`src/rtl/patch_gradient_if.sv`:
```
// Pixel-in / gradient-out stream bundle for patch_gradient.
// The master side is the pixel source and the gradient consumer. The slave side is the gradient stage.
interface patch_gradient_if #(
  parameter int PR         = 16,
  parameter int PC         = 16,
  parameter int DATA_WIDTH = 8
);
  localparam int H  = 2*PR+1;
  localparam int W  = 2*PC+1;
  localparam int RW = $clog2(H);
  localparam int CW = $clog2(W);
  localparam int GW = DATA_WIDTH+1;

  logic                  in_valid;
  logic [DATA_WIDTH-1:0] in_data;
  logic                  in_ready;
  logic                  out_valid;
  logic                  out_ready;
  logic [GW-1:0]         out_ix;
  logic [GW-1:0]         out_iy;
  logic [DATA_WIDTH-1:0] out_pix;
  logic [RW-1:0]         out_row;
  logic [CW-1:0]         out_col;
  logic                  out_last;

  modport master (
    output in_valid, in_data, out_ready,
    input  in_ready, out_valid, out_ix, out_iy, out_pix, out_row, out_col, out_last
  );
  modport slave (
    input  in_valid, in_data, out_ready,
    output in_ready, out_valid, out_ix, out_iy, out_pix, out_row, out_col, out_last
  );
endinterface

```
`src/rtl/patch_gradient.sv`:
```
// Streaming central-difference gradient over a raster patch.
// Two line buffers and a 3x3 window produce one word per interior pixel.
module patch_gradient #(
  parameter int PR         = 16,
  parameter int PC         = 16,
  parameter int DATA_WIDTH = 8
) (
  input  logic clk,
  input  logic reset,
  patch_gradient_if.slave s
);
  localparam int H  = 2*PR+1;
  localparam int W  = 2*PC+1;
  localparam int RW = $clog2(H);
  localparam int CW = $clog2(W);
  localparam int GW = DATA_WIDTH+1;
  localparam logic [RW-1:0] ROW_LAST = RW'(H-1);
  localparam logic [CW-1:0] COL_LAST = CW'(W-1);

  logic [RW-1:0]         in_row;
  logic [CW-1:0]         in_col;
  logic [DATA_WIDTH-1:0] lb0 [W];
  logic [DATA_WIDTH-1:0] lb1 [W];
  logic [DATA_WIDTH-1:0] top_rd, mid_rd;
  // The current window column is the live LB read and input. Only the two older columns are registered.
  logic [DATA_WIDTH-1:0] top_d1, mid_d1, mid_d2, bot_d1;
  logic                  acc, emit;

  function automatic logic [GW-1:0] diff(input logic [DATA_WIDTH-1:0] a, input logic [DATA_WIDTH-1:0] b);
    return {1'b0, a} - {1'b0, b};
  endfunction

  assign s.in_ready = !s.out_valid || s.out_ready;
  assign acc        = s.in_valid && s.in_ready;
  assign emit       = acc && (in_row >= RW'(2)) && (in_col >= CW'(2));
  assign top_rd     = lb0[in_col];
  assign mid_rd     = lb1[in_col];

  // Storage is not reset. The counters alone decide which contents are used.
  always_ff @(posedge clk) begin
    if (acc) begin
      lb0[in_col] <= mid_rd;
      lb1[in_col] <= s.in_data;
      top_d1      <= top_rd;
      mid_d1      <= mid_rd;
      mid_d2      <= mid_d1;
      bot_d1      <= s.in_data;
    end
  end

  always_ff @(posedge clk) begin
    if (reset) begin
      in_row      <= '0;
      in_col      <= '0;
      s.out_valid <= 1'b0;
      s.out_last  <= 1'b0;
      s.out_ix    <= '0;
      s.out_iy    <= '0;
      s.out_pix   <= '0;
      s.out_row   <= '0;
      s.out_col   <= '0;
    end else begin
      if (acc) begin
        if (in_col == COL_LAST) begin
          in_col <= '0;
          in_row <= (in_row == ROW_LAST) ? '0 : in_row + RW'(1);
        end else begin
          in_col <= in_col + CW'(1);
        end
      end
      if (emit) begin
        s.out_valid <= 1'b1;
        s.out_last  <= (in_row == ROW_LAST) && (in_col == COL_LAST);
        s.out_ix    <= diff(mid_rd, mid_d2);
        s.out_iy    <= diff(bot_d1, top_d1);
        s.out_pix   <= mid_d1;
        s.out_row   <= in_row - RW'(1);
        s.out_col   <= in_col - CW'(1);
      end else if (s.out_ready) begin
        s.out_valid <= 1'b0;
        s.out_last  <= 1'b0;
      end
    end
  end
endmodule

```
`src/flat_wrapper.sv`:
```
// flat-port wrapper written by rule: the top's interface ports become plain ports
module patch_gradient_flat 
#(
  parameter int PR         = 16,
  parameter int PC         = 16,
  parameter int DATA_WIDTH = 8
)
  (clk, reset, s_in_valid, s_in_data, s_out_ready, s_in_ready, s_out_valid, s_out_ix, s_out_iy, s_out_pix, s_out_row, s_out_col, s_out_last);
  patch_gradient_if #(.PR(PR), .PC(PC), .DATA_WIDTH(DATA_WIDTH)) s_i ();
  input  logic clk;
  input  logic reset;
  input wire logic [$bits(s_i.in_valid)-1:0] s_in_valid;
  input wire logic [$bits(s_i.in_data)-1:0] s_in_data;
  input wire logic [$bits(s_i.out_ready)-1:0] s_out_ready;
  output wire logic [$bits(s_i.in_ready)-1:0] s_in_ready;
  output wire logic [$bits(s_i.out_valid)-1:0] s_out_valid;
  output wire logic [$bits(s_i.out_ix)-1:0] s_out_ix;
  output wire logic [$bits(s_i.out_iy)-1:0] s_out_iy;
  output wire logic [$bits(s_i.out_pix)-1:0] s_out_pix;
  output wire logic [$bits(s_i.out_row)-1:0] s_out_row;
  output wire logic [$bits(s_i.out_col)-1:0] s_out_col;
  output wire logic [$bits(s_i.out_last)-1:0] s_out_last;
  assign s_i.in_valid = s_in_valid;
  assign s_i.in_data = s_in_data;
  assign s_i.out_ready = s_out_ready;
  assign s_in_ready = s_i.in_ready;
  assign s_out_valid = s_i.out_valid;
  assign s_out_ix = s_i.out_ix;
  assign s_out_iy = s_i.out_iy;
  assign s_out_pix = s_i.out_pix;
  assign s_out_row = s_i.out_row;
  assign s_out_col = s_i.out_col;
  assign s_out_last = s_i.out_last;
  patch_gradient #(.PR(PR), .PC(PC), .DATA_WIDTH(DATA_WIDTH)) u_core (.clk(clk), .reset(reset), .s(s_i));
endmodule
```
`config.mk`:
```
export PLATFORM = sky130hd
export DESIGN_NAME = patch_gradient_flat
export DESIGN_NICKNAME = d
export VERILOG_FILES = /design/src/rtl/patch_gradient_if.sv /design/src/rtl/patch_gradient.sv /design/src/flat_wrapper.sv
export SDC_FILE = /design/constraint.sdc
export NUM_CORES = 1
export LEC_CHECK = 0
export ABC_CLOCK_PERIOD_IN_PS = 13000
export CAP_MARGIN = 0
export CORE_MARGIN = 1
export CORE_UTILIZATION = 40
export CTS_CLUSTER_SIZE = 8
export DETAILED_ROUTE_END_ITERATION = 7
export HOLD_SLACK_MARGIN = 0.05
export PLACE_DENSITY_LB_ADDON = 0.3
export SLEW_MARGIN = 20
export SYNTH_ARGS = -nofsm -noshare
export SYNTH_HDL_FRONTEND = slang
export SYNTH_SLANG_ARGS = --single-unit
export TNS_END_PERCENT = 100
```
`constraint.sdc`:
```
create_clock -name clk -period 13 [get_ports clk]
set_input_delay 3.9 -clock clk [delete_from_list [all_inputs] [get_ports clk]]
set_output_delay 3.9 -clock clk [all_outputs]
set_load 0.02 [all_outputs]
```
# == After elaboration in Yosys (flattened, before gate mapping) ==
# Memories as Yosys holds them, arrays and structs flattened. A register that Yosys moved wholly into a read port is not among the register bits.
# Cells that the tools add are included.
# word_totals
mem_bits_rw,528
regBits,76
output_inout_bits,41
word_cells,41
n_memories,2
# memory_table
name,depth,word_bits,rd,rd_clocked_by_memory_dff,wr,line,rtl
u_core.lb0,33,8,1,1,1,patch_gradient.sv:22,logic [DATA_WIDTH-1:0] lb0 [W];
u_core.lb1,33,8,1,1,1,patch_gradient.sv:23,logic [DATA_WIDTH-1:0] lb1 [W];
# op_classes
n_addsub,6
order_cmp,2
reduce_logical,8
muxes,9
eq_ne,2
# op_table
operator,n
$mux W6,4
$sub A8 B8 Y9,2
$add A6 B1 Y6 const B,2
$eq A6 B6 Y1 const B,2
$ge A6 B2 Y1 const B,2
$sub A6 B1 Y6 const B,2
$mux W1,5
$logic_and A1 B1 Y1,4
$reduce_and A2 Y1,1
$reduce_bool A2 Y1,1
$logic_not A1 Y1,1
$logic_or A1 B1 Y1,1

# == Depth between registers and ports, before layout ==
# depth
ltp_word,6
ltp_mapped,16

# == Worst setup path after synthesis ==
# OpenSTA, ideal clock, no wires.
# synth_timing
path_kind,input to output
start,input s_out_ready
end,output s_in_ready
n_path_buf,0
path_stages,1
t_arrival_ps,4136
slack_ps,4964
cell_sequence,nand2b_1
# synth_between
elab_chain_cells,1
# synth_lines
element,line,rtl
start: declaration,flat_wrapper.sv:14,input wire logic [$bits(s_i.out_ready)-1:0] s_out_ready;
$logic_or A1 B1 Y1,patch_gradient.sv:33,assign s.in_ready = !s.out_valid || s.out_ready;
end: declaration,flat_wrapper.sv:15,output wire logic [$bits(s_i.in_ready)-1:0] s_in_ready;
# No other way between the ends.

# == Worst setup path in the final report ==
# Ends and elaborated chain as after synthesis.

==> results.yml <==
run_status:
  status: "finished, final reports clean"
placement:
  globalplace.congestion: 0.873
  post-dp-hpwl_mm: 35.5
  placed_area_um2: 26100
  port_buffers: 52
hold_path:
  min_to: "u_core.mid_d2[7]$_DFFE_PP_"
  hold_depth: 0
  hold_start: "u_core.mid_d1[7]$_DFFE_PP_"
  hp-class: "flip-flop to flip-flop"
yosys:
  yosys-top-cells-count: "edfxtp_1, mux2i_1, nand2_1"
  synth_top_area_frac: 0.689
  yosysMostFrequentCell: "edfxtp_1"
  syn_nets: 1522
  synth-seq-cells: 618
  synth-main-ff-cell: "edfxtp_1"
  syn_area_um2: 24400
  syn_inst: 1484
  yosys-top-cells-area: "edfxtp_1, mux2i_1, dfxtp_1, mux4_2, a22oi_1"
  ys_seq_area_frac: 0.737
  synth-edff-count: 560
  yosysWarningCount: 0
  synthArstFlopShare: 0
  synth_area_leader_cell: "edfxtp_1"
  synthDistinctLibCells: 60
  syn_area_per_cell_um2: 16.4
sta:
  hold_viol_final: 0
  period_needed_ns: 9.03
  tightest_slew_ns: 1.17
  rsz0062_at_grt: "no"
  finalCritPeriodShare: 0.694
  fin_setup_tns_ns: 0
  max_freq_mhz: 111
  finalSetupViolations: 0
  slew_headroom: 0.217
  skew_ns: 0.0246
  slew_violations: 0
clock_tree:
  cts_hold_buf: 0
  clock-sinks: 618
  insertion_delay_ns: 0.62
  htreeDepth: 3
  root_buffer: "clkbuf_16"
  cts_tree: "done"
  cts_resized: 0
  clk_path_buf_depth: 3
  cts_buffers: 87
  post_cts_buffers: 0
  path_clk_slew_ns: 0.05
drt:
  first_pass_iters: 7
  drt_iter0_markers: 1109
  vias: 13700
  drc: 0
  drt_wl_total_mm: 59.4
  viasPerCell: 5.68
  wl_per_cell_um: 24.6
  ant_nets: 0
pwr:
  seqPwrFrac: 0.492
  comb_power_share: 0.074
  internal_power_uw: 3550
  power_switching_uw: 1020
  power.density_nw_per_um2: 161
  ir_drop_mv: 0.0957
  p_clk_frac: 0.434
  p_sw_frac: 0.222
  p_leak_uw: 0.00923
global_route:
  antenna_found_initial: 3
  grt_max_degree: 97
  grt_pass1_wl_mm: 87.9
  grt_pass1_vias: 13500
  grt_usage: 0.192
  grt_overflow_total: 0
cells_and_area:
  drive_gt1_frac: 0.135
  register_area_um2: 18000
  final_nets: 1638
  syn2layout_area_growth_pct: 16.4
  multi_input_area_um2: 6050
  final_cell_area_um2: 28400
  n_antenna_cell: 0
  fillers: 5123
worst_setup_path:
  critPathKind: "input port to primary output"
  cp_max_fo: 3
  ff2ff_path_depth: 14
  startpoint_type: "input port"
  reg2reg_to: "u_core.s.out_ix[7]$_SDFFE_PP0P_"
  cp_data_arrival_time_ns: 5.13
  r2r_slack_ns: 7.14
  crit_required_ns: 9.10
  end_kind: "primary output"
floorplanning:
  die_y_um: 249
  die_x_um: 249
  dieArea_um2: 62000
  initial_core_util: 0.404
  core-area_um2: 60400
  rows: 90
  io_pins: 53
run:
  max_cap_violations: 0
==> power by group through the flow <==
stage               clock network [uW]  logic, uW  registers [uW]
floorplan                            0        214            2270
detailed placement                   0        335            2290
CTS                               2020        336            2250
global placement                     0        329            2290
finish                            1980        337            2250
global route                      2100        359            2250
==> area by class of cell <==
cell class	instances	share of cell area
sequential	618	0.633
multi-input combinational	756	0.213
clock buffer	114	0.0810
inverter	28	0.00370
timing repair buffer	109	0.0330
tap	782	0.0344
clock inverter	5	0.00176
==> cell families after synthesis <==
group / synth area share
adders and majority gates: 0.0140
buffers and inverters: 0.0210
and+or+nand+nor: 0.0452
DFF: 0.737
muxes: 0.0970
AOI/OAI and AO/OA: 0.0783
xor gates and xnor gates: 0.00754
==> routing by layer <==
layer | track usage | part of all wire
met3 | 0.0374 | 0.064
met2 | 0.300 | 0.46
met4 | 0.0651 | 0.029
met5 | 0 | 0.00022
met1 | 0.269 | 0.45
==> worst max-delay path, stage by stage <==
cell and delay, ns:
clkdlybuf4s50_1 0.47, nand2b_1 0.15, clkdlybuf4s50_1 0.61
==> worst max path at each step <==
| stage | to | startpoint | depth (start not counted) | slack, ns |
|---|---|---|---|---|
| CTS | s_in_ready | s_out_ready | 3 | 3.96 |
| global placement | s_in_ready | s_out_ready | 3 | 3.97 |
| global route | s_in_ready | s_out_ready | 3 | 3.92 |
| floorplan | s_in_ready | s_out_ready | 1 | 4.96 |
| finish | s_in_ready | s_out_ready | 3 | 3.97 |
| detailed placement | s_in_ready | s_out_ready | 3 | 3.98 |
==> flip-flops by register name, summed over array words and instances, names as in the netlist, named ones only <==
signal	flops
u_core.top_d1	8
u_core.s.out_iy	9
u_core.in_row	6
u_core.lb1	264
u_core.s.out_row	6
u_core.bot_d1	8
u_core.s.out_col	6
u_core.s.out_valid	1
u_core.lb0	264
u_core.s.out_last	1
u_core.mid_d2	8
u_core.s.out_pix	8
u_core.mid_d1	8
u_core.in_col	6
u_core.s.out_ix	9
==> cells in the final DEF, fill, tap and decap left out, types with 15 or more instances in the layout <==
cell type        netlist  routed
edfxtp_1             560     560
clkbuf_16              0      88
a22o_1                15      15
mux4_2                21      21
a211oi_1              17      17
inv_1                 27      25
clkdlybuf4s50_1        0      47
clkbuf_1              31      26
dfxtp_1               58      54
a221oi_1              35      35
o22ai_1               21      21
buf_4                 15      56
nand2_1               79      79
o21ai_0               20      20
mux2i_1              178     178
ha_1                  24      24
a22oi_1               55      55
nor2_1                66      65
a21oi_1               51      51
==> per-stage QoR <==
stage / total power [uW] / cells / hold WS (ns) / setup slack, ns / utilization
6_report: 4570 / 2412 / 0.450 / 3.97 / 0.471
3_3_place_gp: 2610 / 2293 / 0.438 / 3.97 / 0.432
3_5_place_dp: 2620 / 2293 / 0.435 / 3.98 / 0.432
2_1_floorplan: 2490 / 1484 / 0.426 / 4.96 / -
4_1_cts: 4610 / 2412 / 0.448 / 3.96 / 0.471
5_1_grt: 4700 / 2412 / 0.468 / 3.92 / 0.471
Note: power is estimated with default switching activity, not from simulation.
